$ cat src/rtl/tuart_rx_cmd.sv
// -----------------------------------------------------------------------------
// tuart_rx_cmd
//   SUMP command receiver (2nd gen). UART receiver with a runtime baud divisor,
//   start-glitch rejection, framing-error detection and an inter-byte timeout,
//   followed by SUMP short/long command assembly. It sits between the
//   synchronised RX pin and the LogIP core command decoder.
//
//   Optional feature macro: TUART_RX_PARITY_EN
//     defined   -> parity_en_i / parity_odd_i / parity_err_o exist and a parity
//                  bit is expected after the data bits whenever parity_en_i was
//                  high at start detection.
//     undefined -> character is start + DATA_BITS + stop only.
//
// Ports
//   clk_i         system clock
//   rst_i         asynchronous reset, active high
//   rx_sync_i     RX line, already synchronised, idle high
//   div_i         clocks per bit (values below 4 are treated as 4)
//   parity_en_i   parity bit present             (TUART_RX_PARITY_EN only)
//   parity_odd_i  1 = odd parity, 0 = even       (TUART_RX_PARITY_EN only)
//   data_o        assembled command, opcode in the top slot (registered)
//   stb_o         1-cycle pulse, data_o holds a new command
//   parity_err_o  1-cycle pulse, parity mismatch (TUART_RX_PARITY_EN only)
//   frame_err_o   1-cycle pulse, stop bit sampled low
// -----------------------------------------------------------------------------
module tuart_rx_cmd #(
  parameter int unsigned DATA_BITS       = 8,
  parameter int unsigned CMD_WIDTH_WORDS = 5,
  parameter int unsigned DIV_WIDTH       = 16,
  parameter int unsigned TIMEOUT_BITS    = 20
) (
  input  logic                                 clk_i,
  input  logic                                 rst_i,
  input  logic                                 rx_sync_i,
  input  logic [DIV_WIDTH-1:0]                 div_i,
`ifdef TUART_RX_PARITY_EN
  input  logic                                 parity_en_i,
  input  logic                                 parity_odd_i,
`endif
  output logic [DATA_BITS*CMD_WIDTH_WORDS-1:0] data_o,
  output logic                                 stb_o,
`ifdef TUART_RX_PARITY_EN
  output logic                                 parity_err_o,
`endif
  output logic                                 frame_err_o
);

  localparam int unsigned OUT_WIDTH = DATA_BITS * CMD_WIDTH_WORDS;
  localparam int unsigned BIT_W     = $clog2(DATA_BITS + 1);
  localparam int unsigned WC_W      = $clog2(CMD_WIDTH_WORDS + 1);
  // Wide enough for TIMEOUT_BITS * (2**DIV_WIDTH - 1).
  localparam int unsigned IDLE_W    = DIV_WIDTH + $clog2(TIMEOUT_BITS + 1);
  localparam int unsigned DIV_MIN   = 4;

  typedef enum logic [2:0] {
    ST_IDLE,
    ST_START,
    ST_DATA,
`ifdef TUART_RX_PARITY_EN
    ST_PARITY,
`endif
    ST_STOP,
    ST_WAIT_HIGH
  } state_t;

  state_t                 state_q, state_d;

  logic [DIV_WIDTH-1:0]   div_q;
  logic [DIV_WIDTH-1:0]   smpl_cnt_q;
  logic [BIT_W-1:0]       bit_cnt_q;
  logic [DATA_BITS-1:0]   shreg_q;
  logic [WC_W-1:0]        word_cnt_q;
  logic [OUT_WIDTH-1:0]   asm_q;
  logic [IDLE_W-1:0]      idle_cnt_q;

`ifdef TUART_RX_PARITY_EN
  logic                   par_en_q;
  logic                   par_odd_q;
  logic                   par_bit_q;
`endif

  // Derived timing values
  logic [DIV_WIDTH-1:0]   div_eff;
  logic [DIV_WIDTH-1:0]   half_lim;
  logic [DIV_WIDTH-1:0]   full_lim;
  logic                   hit_half;
  logic                   hit_full;
  logic                   last_bit;
  logic [IDLE_W-1:0]      timeout_lim;
  logic                   timeout_hit;
  logic                   par_mismatch;

  // FSM control strobes
  logic start_det;
  logic go_data;
  logic data_smpl;
  logic par_smpl;
  logic stop_ok;
  logic stop_ferr;
  logic stop_perr;
  logic idle_inc;
  logic timeout_clr;
  logic smpl_inc;

  // Assembly
  logic [31:0]            slot_sh;
  logic [OUT_WIDTH-1:0]   asm_base;
  logic [OUT_WIDTH-1:0]   asm_nxt;
  logic                   cmd_done;

  always_comb begin
    div_eff     = (div_i < DIV_WIDTH'(DIV_MIN)) ? DIV_WIDTH'(DIV_MIN) : div_i;
    half_lim    = (div_q >> 1) - DIV_WIDTH'(1);
    full_lim    = div_q - DIV_WIDTH'(1);
    hit_half    = (smpl_cnt_q == half_lim);
    hit_full    = (smpl_cnt_q == full_lim);
    last_bit    = (bit_cnt_q == BIT_W'(DATA_BITS - 1));
    timeout_lim = IDLE_W'(TIMEOUT_BITS) * IDLE_W'(div_q);
    timeout_hit = (idle_cnt_q >= (timeout_lim - IDLE_W'(1)));
`ifdef TUART_RX_PARITY_EN
    // Even parity: parity bit equals XOR of data; odd parity: its inverse.
    par_mismatch = par_en_q && (par_bit_q != ((^shreg_q) ^ par_odd_q));
`else
    par_mismatch = 1'b0;
`endif
  end

  // Slot of the incoming byte: opcode at the top, later bytes move down.
  always_comb begin
    slot_sh  = DATA_BITS * (CMD_WIDTH_WORDS - 1 - 32'(word_cnt_q));
    asm_base = (word_cnt_q == '0) ? '0 : asm_q;
    asm_nxt  = asm_base | (OUT_WIDTH'(shreg_q) << slot_sh);
    cmd_done = ((word_cnt_q == '0) && !shreg_q[DATA_BITS-1]) ||
               (32'(word_cnt_q) == CMD_WIDTH_WORDS - 1);
  end

  always_ff @(posedge clk_i or posedge rst_i) begin
    if (rst_i) begin
      state_q <= ST_IDLE;
    end else begin
      state_q <= state_d;
    end
  end

  always_comb begin
    state_d     = state_q;
    start_det   = 1'b0;
    go_data     = 1'b0;
    data_smpl   = 1'b0;
    par_smpl    = 1'b0;
    stop_ok     = 1'b0;
    stop_ferr   = 1'b0;
    stop_perr   = 1'b0;
    idle_inc    = 1'b0;
    timeout_clr = 1'b0;
    smpl_inc    = 1'b0;

    case (state_q)
      ST_IDLE: begin
        // Start detection takes priority over a timeout in the same cycle.
        if (!rx_sync_i) begin
          start_det = 1'b1;
          state_d   = ST_START;
        end else if (word_cnt_q != '0) begin
          if (timeout_hit) begin
            timeout_clr = 1'b1;
          end else begin
            idle_inc = 1'b1;
          end
        end
      end

      ST_START: begin
        if (hit_half) begin
          if (rx_sync_i) begin
            state_d = ST_IDLE;
          end else begin
            go_data = 1'b1;
            state_d = ST_DATA;
          end
        end else begin
          smpl_inc = 1'b1;
        end
      end

      ST_DATA: begin
        if (hit_full) begin
          data_smpl = 1'b1;
          if (last_bit) begin
`ifdef TUART_RX_PARITY_EN
            state_d = par_en_q ? ST_PARITY : ST_STOP;
`else
            state_d = ST_STOP;
`endif
          end
        end else begin
          smpl_inc = 1'b1;
        end
      end

`ifdef TUART_RX_PARITY_EN
      ST_PARITY: begin
        if (hit_full) begin
          par_smpl = 1'b1;
          state_d  = ST_STOP;
        end else begin
          smpl_inc = 1'b1;
        end
      end
`endif

      ST_STOP: begin
        if (hit_full) begin
          if (!rx_sync_i) begin
            stop_ferr = 1'b1;
            state_d   = ST_WAIT_HIGH;
          end else if (par_mismatch) begin
            stop_perr = 1'b1;
            state_d   = ST_IDLE;
          end else begin
            stop_ok = 1'b1;
            state_d = ST_IDLE;
          end
        end else begin
          smpl_inc = 1'b1;
        end
      end

      ST_WAIT_HIGH: begin
        if (rx_sync_i) begin
          state_d = ST_IDLE;
        end
      end

      default: state_d = ST_IDLE;
    endcase
  end

  always_ff @(posedge clk_i or posedge rst_i) begin
    if (rst_i) begin
      div_q        <= '0;
      smpl_cnt_q   <= '0;
      bit_cnt_q    <= '0;
      shreg_q      <= '0;
      word_cnt_q   <= '0;
      asm_q        <= '0;
      idle_cnt_q   <= '0;
      data_o       <= '0;
      stb_o        <= 1'b0;
      frame_err_o  <= 1'b0;
`ifdef TUART_RX_PARITY_EN
      par_en_q     <= 1'b0;
      par_odd_q    <= 1'b0;
      par_bit_q    <= 1'b0;
      parity_err_o <= 1'b0;
`endif
    end else begin
      stb_o        <= 1'b0;
      frame_err_o  <= stop_ferr;
`ifdef TUART_RX_PARITY_EN
      parity_err_o <= stop_perr;
`endif

      if (start_det) begin
        div_q <= div_eff;
`ifdef TUART_RX_PARITY_EN
        par_en_q  <= parity_en_i;
        par_odd_q <= parity_odd_i;
`endif
      end

      if (start_det || go_data || data_smpl || par_smpl) begin
        smpl_cnt_q <= '0;
      end else if (smpl_inc) begin
        smpl_cnt_q <= smpl_cnt_q + DIV_WIDTH'(1);
      end

      if (go_data) begin
        bit_cnt_q <= '0;
      end else if (data_smpl) begin
        bit_cnt_q <= bit_cnt_q + BIT_W'(1);
      end

      // LSB arrives first, so shift in from the top.
      if (data_smpl) begin
        shreg_q <= {rx_sync_i, shreg_q[DATA_BITS-1:1]};
      end

`ifdef TUART_RX_PARITY_EN
      if (par_smpl) begin
        par_bit_q <= rx_sync_i;
      end
`endif

      if (start_det || timeout_clr) begin
        idle_cnt_q <= '0;
      end else if (idle_inc) begin
        idle_cnt_q <= idle_cnt_q + IDLE_W'(1);
      end

      if (stop_ferr || stop_perr || timeout_clr) begin
        word_cnt_q <= '0;
        asm_q      <= '0;
      end else if (stop_ok) begin
        if (cmd_done) begin
          data_o     <= asm_nxt;
          stb_o      <= 1'b1;
          word_cnt_q <= '0;
          asm_q      <= '0;
        end else begin
          asm_q      <= asm_nxt;
          word_cnt_q <= word_cnt_q + WC_W'(1);
        end
      end
    end
  end

endmodule

$ cat config.mk
export PLATFORM = sky130hd
export DESIGN_NAME = tuart_rx_cmd
export DESIGN_NICKNAME = d
export VERILOG_FILES = /design/src/rtl/tuart_rx_cmd.sv
export SDC_FILE = /design/constraint.sdc
export NUM_CORES = 1
export LEC_CHECK = 0
export ABC_AREA = 1
export ABC_CLOCK_PERIOD_IN_PS = 7950
export BUFFER_PORTS_ARGS = -buffer_cell sky130_fd_sc_hd__buf_4
export CAP_MARGIN = 20
export CORE_MARGIN = 5
export CORE_UTILIZATION = 35
export DETAILED_ROUTE_END_ITERATION = 7
export MAX_ROUTING_LAYER = met4
export SYNTH_ARGS = -nofsm -noshare
export SYNTH_HDL_FRONTEND = slang
export SYNTH_SLANG_ARGS = --single-unit
$ cat constraint.sdc
create_clock -name clk_i -period 7.95 [get_ports clk_i]
set_input_delay 1.1925 -clock clk_i [delete_from_list [all_inputs] [get_ports clk_i]]
set_output_delay 1.1925 -clock clk_i [all_outputs]
set_load 0.02 [all_outputs]
==> metrics.txt, run 1 <==
worst-margin pin slew=slightly above 1 ns; Crit path arrival time=5.73 ns; placed inst area=~12000 um2; Final Max Slew Viols=0; initial core utilization=35.41%; Tcrit/Tclk final=between 60% and 70%; EDFF count, synth=0; Detailed Route WL=27920 um; CTS buffer count=17; relative slew slack=31.82%; wire length per cell=around 14 um; Lkg Pwr=roughly 6.4 nW; vias in the first global route=about 9100; Vias/cell=roughly 4.9; worst path required time=between 8 and 9 ns; Post-CTS Setup Bufs=0; Syn. warnings=0; total of max-cap violations=0; Max VDD drop=roughly 0.14 mV; nets=1635; Synth cell types=44; chip height=~190 um; most frequent cell after synthesis=nand2_1; Startpoint Class=flip-flop; CP Max Fanout=46; largest net degree at the start of global routing=99; Routed Antenna Nets=0; CTS Hold Bufs=0; Clk Latency, worst-skew pair=around 0.43 ns; setup violators final=0; Ant. Diodes=0; mapped cell area=between 10000 and 15000 um2; H-tree depth=4; I/O Buffers=60; Top FF cell, synth=dfrtp_1; CP most frequent cell=nand2_1; CTS tree=done; Worst Path Buf+Inv=3; num rows=64; top-area cell type share of the netlist area=35.44%; combinational power share=between 50% and 60%; Fin. Hold Viols=0; most frequent cells after synthesis=nand2_1 (432), inv_1 (192), dfrtp_1 (153); CTS root buf=clkbuf_16; total negative setup slack=0 ns; cell accounting for the most synthesized area=dfrtp_1; CTS Sinks=around 150; dpl hpwl=20810 um; Setup crit end kind=flip-flop; status=complete, no violations; global router's overall resource usage=16.86%; die width=around 190 um; CP Class=flip-flop to flip-flop; Power Internal=~2 mW; clock buffer depth=2; Vias=slightly below 10000; Area Overhead vs Synth=12.32%; FFs w/ async S/R, synth=100.0%; sequential share of the synthesized area=a little over a third; switching power of the nets=1.827 mW; Syn Inst Count=1524; Post-Synthesis Net Count=1601; number of synthesized register bits=between 150 and 200; # resized after CTS=0; Avg Cell Area, Syn=slightly above 7 um2; Core ar.=between 30000 and 40000 um2; min cycle time layout=approximately 5.4 ns; fin area=12130 um2; GP Congestion=0.8984; Crit-path slowest cell=nand2_1; Synth area leaders=dfrtp_1 (35%), nand2_1 (15%), nand3_1 (6.9%); Sw Ratio=47.81%; Hold WC Path Type=flip-flop to flip-flop; initial antenna violation count=0; maximum clock rate=between 0.15 and 0.2 GHz; die area=~34000 um2; residual DRC count=0; Top Family by Delay on Critical Path=simple AND/OR/NAND/NOR gates; setup repair after global routing missed its margin=false; Congestion Overflow GR=0; Worst path max stage delay=roughly 0.54 ns; Max Clock Skew=roughly 0.016 ns; sequential share of power=roughly a quarter; power per cell area=approximately 310 nW/um2; share of layout cells above drive strength 1=between 10% and 20%; First DRT Iteration DRCs=roughly 740; Clock power frac=21.1%; drt pass-1 iters=5; clock slew at reported path FFs=approximately 0.07 ns; CP cell instances=ha_1, ha_1, inv_1, fa_1, nand3b_1, nand2_1, xnor2_1, nand3_1, nor2_1, nand3_1, nor2_1, nand4_1, nand2_1, inv_1, ha_1, a21oi_1, o21ai_0, a21oi_1, nand4_1, nand2_1, buf_4, nand2_1, nor3b_1; IO Pins=a little over 60; first-pass GRT wire length=46140 um
==> routing by layer <==
metal,routed length (um),part of all wire (%),track usage (%),vias up
li1,-,-,-,4969
met1,13980,50,23.97,4530
met2,12570,45,25.57,175
met3,925,3.3,2.228,30
met4,449,1.6,4.226,0
met5,0,0,-,-
==> layout make-up <==
| type | instances | area (um2) |
|---|---|---|
| sequential | 153 | 3829 |
| clock inverter | 15 | 155.1 |
| tap | 396 | 495.5 |
| timing repair buffer | 66 | 515.5 |
| fill | 3127 | 18380 |
| clock buffer | 17 | 425.4 |
| inverter | 198 | 748.2 |
| multi-input combinational | 1122 | 5966 |
==> power by group through the flow <==
stage | logic (mW) | clock network, mW | registers, mW
global placement | 2.02 | 0 | 0.986
finish | 2.04 | 0.806 | 0.973
CTS | 2.05 | 0.821 | 0.974
detailed placement | 2.04 | 0 | 0.988
global route | 2.36 | 0.854 | 0.990
floorplan | 1.68 | 0 | 0.922
==> worst register-to-register path, cell delays in order (launching register included) <==
cell      delay (ns)
dfrtp_1         0.53
ha_1            0.36
ha_1            0.19
inv_1           0.06
fa_1            0.39
nand3b_1        0.18
nand2_1         0.15
xnor2_1         0.20
nand3_1         0.22
nor2_1          0.20
nand3_1         0.13
nor2_1          0.22
nand4_1         0.11
nand2_1         0.09
inv_1           0.04
ha_1            0.32
a21oi_1         0.16
o21ai_0         0.11
a21oi_1         0.13
nand4_1         0.12
nand2_1         0.08
buf_4           0.45
nand2_1         0.55
nor3b_1         0.33
==> registers in the layout (all words and copies together), names as in the netlist <==
register / cells
div_q: 16
word_cnt_q: 3
frame_err_o: 1
stb_o: 1
bit_cnt_q: 4
idle_cnt_q: 21
smpl_cnt_q: 16
shreg_q: 8
data_o: 40
state_q: 3
asm_q: 40
==> stage by stage <==
| step | instances | hold slack (ns) | total power [mW] | util (%) | setup WS (ns) |
|---|---|---|---|---|---|
| after floorplan | 1524 | 0.4670 | 2.599 | - | 2.636 |
| after global placement | 1934 | 0.4787 | 3.006 | 37.78 | 2.700 |
| after detailed placement | 1935 | 0.4800 | 3.028 | 37.87 | 2.530 |
| after CTS | 1967 | 0.4975 | 3.849 | 39.77 | 2.517 |
| after global routing | 1967 | 0.5136 | 4.206 | 39.77 | 1.934 |
| final | 1967 | 0.4900 | 3.822 | 39.77 | 2.553 |
==> cell families after synthesis <==
family	count (synthesis)	share of synthesized area, %
adders and majority gates	58	6.787
xor gates and xnor gates	67	5.432
buffers and inverters	249	9.451
AOI/OAI and AO/OA	169	8.965
and+or+nand+nor	828	33.92
DFF	153	35.44
==> worst paths after layout <==
check                            from             end  slack, ns  cells after the start
setup / recovery             div_q[3]  idle_cnt_q[15]       2.55                     23
hold / removal             data_o[39]      data_o[39]       0.49                      2
setup reg to reg             div_q[3]  idle_cnt_q[15]       2.55                     23
hold reg to reg            data_o[39]      data_o[39]       0.49                      2
max in group asynchronous       rst_i       asm_q[34]       5.68                      3
min in group asynchronous       rst_i  idle_cnt_q[16]       0.95                      2
==> placed cells by master, fill, tap and decap left out, drive strengths merged, types with 2 or more instances in the layout <==
cell type    n
a21boi      31
a21oi       38
a22oi        3
buf         66
clkbuf      17
clkinv       7
clkinvlp     2
dfrtp      153
ha          57
inv        203
nand2      461
nand3      150
nand3b       7
nand4       30
nor2       139
nor3        29
nor3b        4
nor4         5
o211ai       2
o21ai       79
o22ai       10
or2          3
xnor2       26
xor2        41
No activity file was read; power rests on OpenSTA's default activity.
==> inputs of run 2 (changes only) <==
--- a/config.mk
+++ b/config.mk
@@ -6,7 +6,7 @@
 export NUM_CORES = 1
 export LEC_CHECK = 0
 export ABC_AREA = 1
-export ABC_CLOCK_PERIOD_IN_PS = 7950
+export ABC_CLOCK_PERIOD_IN_PS = 4400
 export BUFFER_PORTS_ARGS = -buffer_cell sky130_fd_sc_hd__buf_4
 export CAP_MARGIN = 20
 export CORE_MARGIN = 5
==> constraint.sdc (replaced) <==
create_clock -name clk_i -period 4.4 [get_ports clk_i]
set_input_delay 0.66 -clock clk_i [delete_from_list [all_inputs] [get_ports clk_i]]
set_output_delay 0.66 -clock clk_i [all_outputs]
set_load 0.02 [all_outputs]
==> run 2 against run 1 <==
Net effect: highest routed layer unchanged; clock power up 89%; sequential cell count did not move; non-clock buffer count rose by 39; die area unchanged; largest cell class unchanged; cell area up 5.5%; critical path depth shrank 2.
==> metrics.txt, run 2 (synthesis results as in run 1) <==
worst-margin pin slew=1.022 ns (was 1.017 ns); Layout Cells excl Fill=2006 (was 1967); setup repair after global routing missed its margin=true (was false); relative slew slack=31.47% (was 31.82%); Setup crit end kind=flip-flop (unchanged); num rows=64 (unchanged); vias in the first global route=9291 (was 9141); Vias=9883 (was 9704); worst r2r path cells=21 (was 23); CTS Sinks=153 (unchanged); drt pass-1 iters=5 (unchanged); CTS tree=done (unchanged); first-pass GRT wire length=46930 um (was 46140 um); initial antenna violation count=0 (unchanged); Final Max Slew Viols=0 (unchanged); GP Congestion=0.9136 (was 0.8984); Clk Latency, worst-skew pair=0.44 ns (was 0.43 ns); CTS buffer count=17 (unchanged); clock buffer depth=2 (unchanged); CTS root buf=clkbuf_16 (unchanged); worst path required time=4.72 ns (was 8.28 ns); min cycle time layout=4.161 ns (was 5.397 ns); CP endpoint=asm_q[27] (was idle_cnt_q[15]); CP Class=flip-flop to flip-flop (unchanged); final core utilization=41.95% (was 39.77%); dpl hpwl=21130 um (was 20810 um); dpl ws=-0.05042 ns (was 2.530 ns); final worst slack=0.2388 ns (was 2.553 ns); Startpoint Class=flip-flop (unchanged); power per cell area=616.6 nW/um2 (was 315.0 nW/um2); First DRT Iteration DRCs=645 (was 738); CP startpoint=div_q[3] (unchanged); Ant. Diodes=0 (unchanged); Routed Antenna Nets=0 (unchanged); Hold WC Path Type=input port to async pin (was flip-flop to flip-flop); initial core utilization=35.41% (unchanged); IO Pins=61 (unchanged); Filler Cell Count=3142 (was 3127); residual DRC count=0 (unchanged); switching power of the nets=3.678 mW (was 1.827 mW); Vias/cell=4.927 (was 4.933); I/O Buffers=60 (unchanged); largest net degree at the start of global routing=133 (was 99); setup violators final=0 (unchanged); Worst R2R Setup Slack=0.24 ns (was 2.55 ns); Fin. Hold Viols=0 (unchanged); Sw Ratio=46.61% (was 47.81%); footprint of the multi-input gates=6231 um2 (was 5966 um2); Congestion Overflow GR=0 (unchanged); Max VDD drop=0.3360 mV (was 0.1368 mV); Area Overhead vs Synth=18.47% (was 12.32%); Lkg Pwr=6.721 nW (was 6.444 nW); sequential cell area=3829 um2 (unchanged); commonest non-fill, non-tap cell in the layout=nand2_1 (unchanged); global router's overall resource usage=17.17% (was 16.86%); placed cell count=1963 (was 1935); R2R Path End=asm_q[27] (was idle_cnt_q[15]); die width=185.7 um (unchanged); Tcrit/Tclk final=94.57% (was 67.89%); Power Internal=4.214 mW (was 1.995 mW); WHS=0.2564 ns (was 0.4900 ns); Power Total=7.892 mW (was 3.822 mW); combinational power share=60.3% (was 53.4%); CTS Hold Bufs=0 (unchanged); RR Startpoint=div_q[3] (unchanged); CP Max Fanout=11 (was 46); wire length per cell=14.54 um (was 14.20 um); clock slew at reported path FFs=0.07 ns (about the same); sequential share of power=20.5% (was 25.5%); nets=1674 (was 1635); Crit path arrival time=4.48 ns (was 5.73 ns); Core ar.=30510 um2 (unchanged); maximum clock rate=0.2403 GHz (was 0.1853 GHz); Max Clock Skew=0.01765 ns (was 0.01552 ns); H-tree depth=4 (unchanged); die area=34480 um2 (unchanged); commonest cells after routing, fill and taps aside=nand2_1 (422), inv_1 (191), dfrtp_1 (153) (was nand2_1 (432), inv_1 (191), dfrtp_1 (153)); share of layout cells above drive strength 1=15.03% (was 10.12%); Detailed Route WL=29170 um (was 27920 um); status=complete, no violations (unchanged); biggest regs=asm_q: 40 flops, data_o: 40 flops, idle_cnt_q: 21 flops (unchanged); chip height=185.7 um (unchanged); Clock power frac=19.2% (was 21.1%); total of max-cap violations=0 (unchanged)
[run 2: cell count changes in the layout (fill, tap and decap cells not counted), sizes merged]
| cell | change |
|---|---|
| inv | -4 |
| clkinv | -4 |
| clkinvlp | +2 |
| buf | +36 |
| clkbuf | +8 |
| bufinv | +1 |
[run 2: what timing repair did]
item                                    in CTS  in global routing
endpoints found under the setup margin      49                 64
gates resized for setup                      2                 61
setup buffers                                0                  6
hold endpoints to repair                     0                  0
gates cloned                                 0                  5
pin swaps                                    0                 18
[run 2: power by group through the flow]
stage | registers (mW) | clock network (mW) | logic [mW]
floorplan | 1.67 | 0 | 3.03
global placement | 1.63 | 0 | 4.09
detailed placement | 1.64 | 0 | 4.13
CTS | 1.61 | 1.56 | 4.17
global route | 1.63 | 1.60 | 5.37
finish | 1.61 | 1.52 | 4.76
[run 2: area by class of cell]
cell class              instances  share of cell area [%]
repair buffers                105                   6.980
flip-flops and latches        153                   29.91
well taps                     396                   3.871
clock inverters                10                   1.007
multi-input cells            1122                   48.69
inverters                     198                   5.836
clock buffers                  22                   3.705
[run 2: layer usage]
layer	share of wire, %	vias to the layer above	track usage (%)
met5	0	-	-
met1	49	4649	24.06
met3	3.6	32	2.736
met4	1.9	0	4.984
met2	45	156	25.79
li1	-	5046	-
[run 2: how the worst min path moves through the flow]
stage	from	to	slack, ns	cells past startpoint
floorplan	bit_cnt_q[1]	bit_cnt_q[1]	0.47	2
global placement	data_o[25]	data_o[25]	0.48	2
detailed placement	data_o[12]	data_o[12]	0.48	2
CTS	rst_i	data_o[37]	0.27	2
global route	rst_i	data_o[38]	0.29	2
finish	rst_i	data_o[37]	0.26	2
[run 2: per-stage QoR]
step	setup TNS, ns	instance area [um2]
after floorplan	0	10810
after global placement	0	11780
after detailed placement	-0.5246	11780
after CTS	0	12390
after global routing	-2.207	12800
final	0	12800
[run 2: critical path: stages (launching register included)]
cell and delay, ns:
dfrtp_1 0.43, ha_4 0.28, ha_1 0.15, inv_1 0.06, fa_2 0.53, inv_1 0.07
nor3_2 0.23, nand3_2 0.11, nor2_2 0.13, nand3_2 0.11, buf_4 0.16, nor2_2 0.09
xnor2_1 0.12, ha_1 0.33, nand2_1 0.10, nor4_4 0.32, nand3_1 0.11, nand4_1 0.17
nand2_4 0.17, clkbuf_16 0.22, nand3_1 0.08, nand2_1 0.06
==> inputs of run 3 (changes only) <==
--- a/config.mk
+++ b/config.mk
@@ -10,9 +10,11 @@
 export BUFFER_PORTS_ARGS = -buffer_cell sky130_fd_sc_hd__buf_4
 export CAP_MARGIN = 20
 export CORE_MARGIN = 5
-export CORE_UTILIZATION = 35
+export CORE_UTILIZATION = 49
 export DETAILED_ROUTE_END_ITERATION = 7
 export MAX_ROUTING_LAYER = met4
+export PLACE_DENSITY = 0.69
+export REMOVE_ABC_BUFFERS = 1
 export SYNTH_ARGS = -nofsm -noshare
 export SYNTH_HDL_FRONTEND = slang
 export SYNTH_SLANG_ARGS = --single-unit
==> run 3 against run 2 <==
Net effect: worst setup slack worse by 0.0071 ns; maximum frequency is 0.17% lower; routed wire length is 5.9% lower; sequential cell count stayed put; non-clock buffer count stayed put; combinational power is 4.8% lower; largest power group unchanged; worst hold slack better by 0.18 ns; highest routed layer unchanged; global-route usage is 5.6 points higher.
==> metrics.txt, run 3 (synthesis results as in run 1) <==
Setup crit end kind=flip-flop (unchanged); wire length per cell=14.52 um (was 14.54 um); residual DRC count=0 (unchanged); H-tree depth=4 (unchanged); CP cell instances=ha_1, ha_2, inv_1, fa_2, nand3b_1, nand2_2, buf_4, nand4_1, nand3_1, xor2_1, nor2_2, buf_4, nand4_1, nand2_1, inv_1, ha_4, nand2_4, nor4_4, nand3_1, nand4_1, nand2_4, clkbuf_16, nand3_1, nand2_1 (was ha_4, ha_1, inv_1, fa_2, inv_1, nor3_2, nand3_2, nor2_2, nand3_2, buf_4, nor2_2, xnor2_1, ha_1, nand2_1, nor4_4, nand3_1, nand4_1, nand2_4, clkbuf_16, nand3_1, nand2_1); CTS Sinks=153 (unchanged); maximum clock rate=0.2399 GHz (was 0.2403 GHz); commonest non-fill, non-tap cell in the layout=nand2_1 (unchanged); worst r2r path cells=24 (was 21); CP Class=flip-flop to flip-flop (unchanged); Max VDD drop=0.3568 mV (was 0.3360 mV); dpl hpwl=19720 um (was 21130 um); commonest cells after routing, fill and taps aside=nand2_1 (425), inv_1 (190), dfrtp_1 (153) (was nand2_1 (422), inv_1 (191), dfrtp_1 (153)); CTS Hold Bufs=0 (unchanged); nets=1674 (unchanged); first-pass GRT wire length=45420 um (was 46930 um); worst path required time=4.71 ns (was 4.72 ns); Final Max Slew Viols=0 (unchanged); Routed Antenna Nets=0 (unchanged); Congestion Overflow GR=0 (unchanged); min cycle time layout=4.168 ns (was 4.161 ns); Crit-path slowest cell=dfrtp_1 (was fa_2); biggest regs=asm_q: 40 flops, data_o: 40 flops, idle_cnt_q: 21 flops (unchanged); Worst path max stage delay=0.40 ns (was 0.53 ns); drt pass-1 iters=5 (unchanged); total negative setup slack=0 ns (unchanged); Vias=9960 (was 9883); total of max-cap violations=0 (unchanged); final core utilization=57.68% (was 41.95%); worst-margin pin slew=0.9694 ns (was 1.022 ns); clock slew at reported path FFs=0.07 ns (about the same); CP Max Fanout=22 (was 11); Area Overhead vs Synth=16.17% (was 18.47%); die width=158.5 um (was 185.7 um); GP Congestion=0.9250 (was 0.9136); CTS root buf=clkbuf_16 (unchanged); setup violators final=0 (unchanged); Ant. Diodes=0 (unchanged); chip height=158.5 um (was 185.7 um); Startpoint Class=flip-flop (unchanged); Clk Latency, worst-skew pair=0.44 ns (about the same); Hold WC Path Type=input port to async pin (unchanged); Detailed Route WL=27440 um (was 29170 um); Fin. Hold Viols=0 (unchanged); Tcrit/Tclk final=94.73% (was 94.57%); IO Pins=61 (unchanged); Vias/cell=5.270 (was 4.927); Core ar.=21760 um2 (was 30510 um2); largest net degree at the start of global routing=102 (was 133); relative slew slack=35.22% (was 31.47%); initial core utilization=49.65% (was 35.41%); Crit path arrival time=4.48 ns (about the same); status=complete, no violations (unchanged); WHS=0.4359 ns (was 0.2564 ns); CTS tree=done (unchanged); First DRT Iteration DRCs=647 (was 645); die area=25120 um2 (was 34480 um2); power per cell area=607.9 nW/um2 (was 616.6 nW/um2); I/O Buffers=60 (unchanged); Lkg Pwr=6.723 nW (was 6.721 nW); global router's overall resource usage=22.74% (was 17.17%); vias in the first global route=9304 (was 9291); num rows=54 (was 64); clock buffer depth=2 (unchanged); share of layout cells above drive strength 1=14.29% (was 15.03%); CTS buffer count=17 (unchanged); Max Clock Skew=0.01563 ns (was 0.01765 ns); initial antenna violation count=0 (unchanged)
run 3: per-stage QoR:
stage / power (mW) / cell area [um2] / setup WS, ns / std cells
3_5_place_dp: 5.644 / 11610 / -0.04365 / 1845
5_1_grt: 8.318 / 12550 / -0.03488 / 1890
2_1_floorplan: 4.632 / 10530 / -0.6181 / 1473
3_3_place_gp: 5.606 / 11610 / 0.1157 / 1845
6_report: 7.628 / 12550 / 0.2317 / 1890
4_1_cts: 7.184 / 12210 / 0.03932 / 1878
run 3: critical path: cells and delay by family, from the launching register on:
family        cells  cell delay, ns
buf+inv           5            0.64
xor+xnor          1            0.10
simple gates     14            1.79
fa+ha+maj         4            1.10
flops             1            0.40
run 3: power by group:
| part | internal, mW | switching (mW) | total (mW) |
|---|---|---|---|
| sequential | 1.51 | 0.118 | 1.63 |
| clock | 0.810 | 0.662 | 1.47 |
| combinational | 1.72 | 2.81 | 4.53 |
| total | 4.04 | 3.59 | 7.63 |
run 3: cell type report:
| cell class | count | area, um2 |
|---|---|---|
| fill | 2028 | 9206 |
| tap | 280 | 350.3 |
| clock inverter | 13 | 137.6 |
| multi-input combinational | 1122 | 6160 |
| sequential | 153 | 3829 |
| clock buffer | 19 | 442.9 |
| timing repair buffer | 105 | 882.1 |
| inverter | 198 | 748.2 |
run 3: final timing paths:
check	slack [ns]	startpoint	to
hold / removal	0.44	rst_i	data_o[25]
setup reg to reg	0.23	div_q[3]	asm_q[17]
min in group clk_i	0.45	div_i[9]	div_q[9]
setup / recovery	0.23	div_q[3]	asm_q[17]
max in group asynchronous	3.14	rst_i	smpl_cnt_q[15]
hold reg to reg	0.49	data_o[36]	data_o[36]
run 3: what timing repair did:
item | 4_1_cts | 5_1_grt
buffers inserted | 1 | 8
gates resized for setup | 2 | 47
endpoints found under the setup margin | 35 | 64
gates cloned | 0 | 4
hold endpoints to repair | 0 | 0
pin swaps | 1 | 19
run 3: per-layer routing:
| metal | share of wire [%] | up-vias | routed length, um | track usage (%) |
|---|---|---|---|---|
| met1 | 48 | 4646 | 13260 | 32.60 |
| met2 | 45 | 222 | 12440 | 34.27 |
| li1 | - | 5046 | - | - |
| met3 | 4.3 | 46 | 1179 | 2.555 |
| met4 | 2.1 | 0 | 563 | 6.418 |
| met5 | 0 | - | 0 | - |
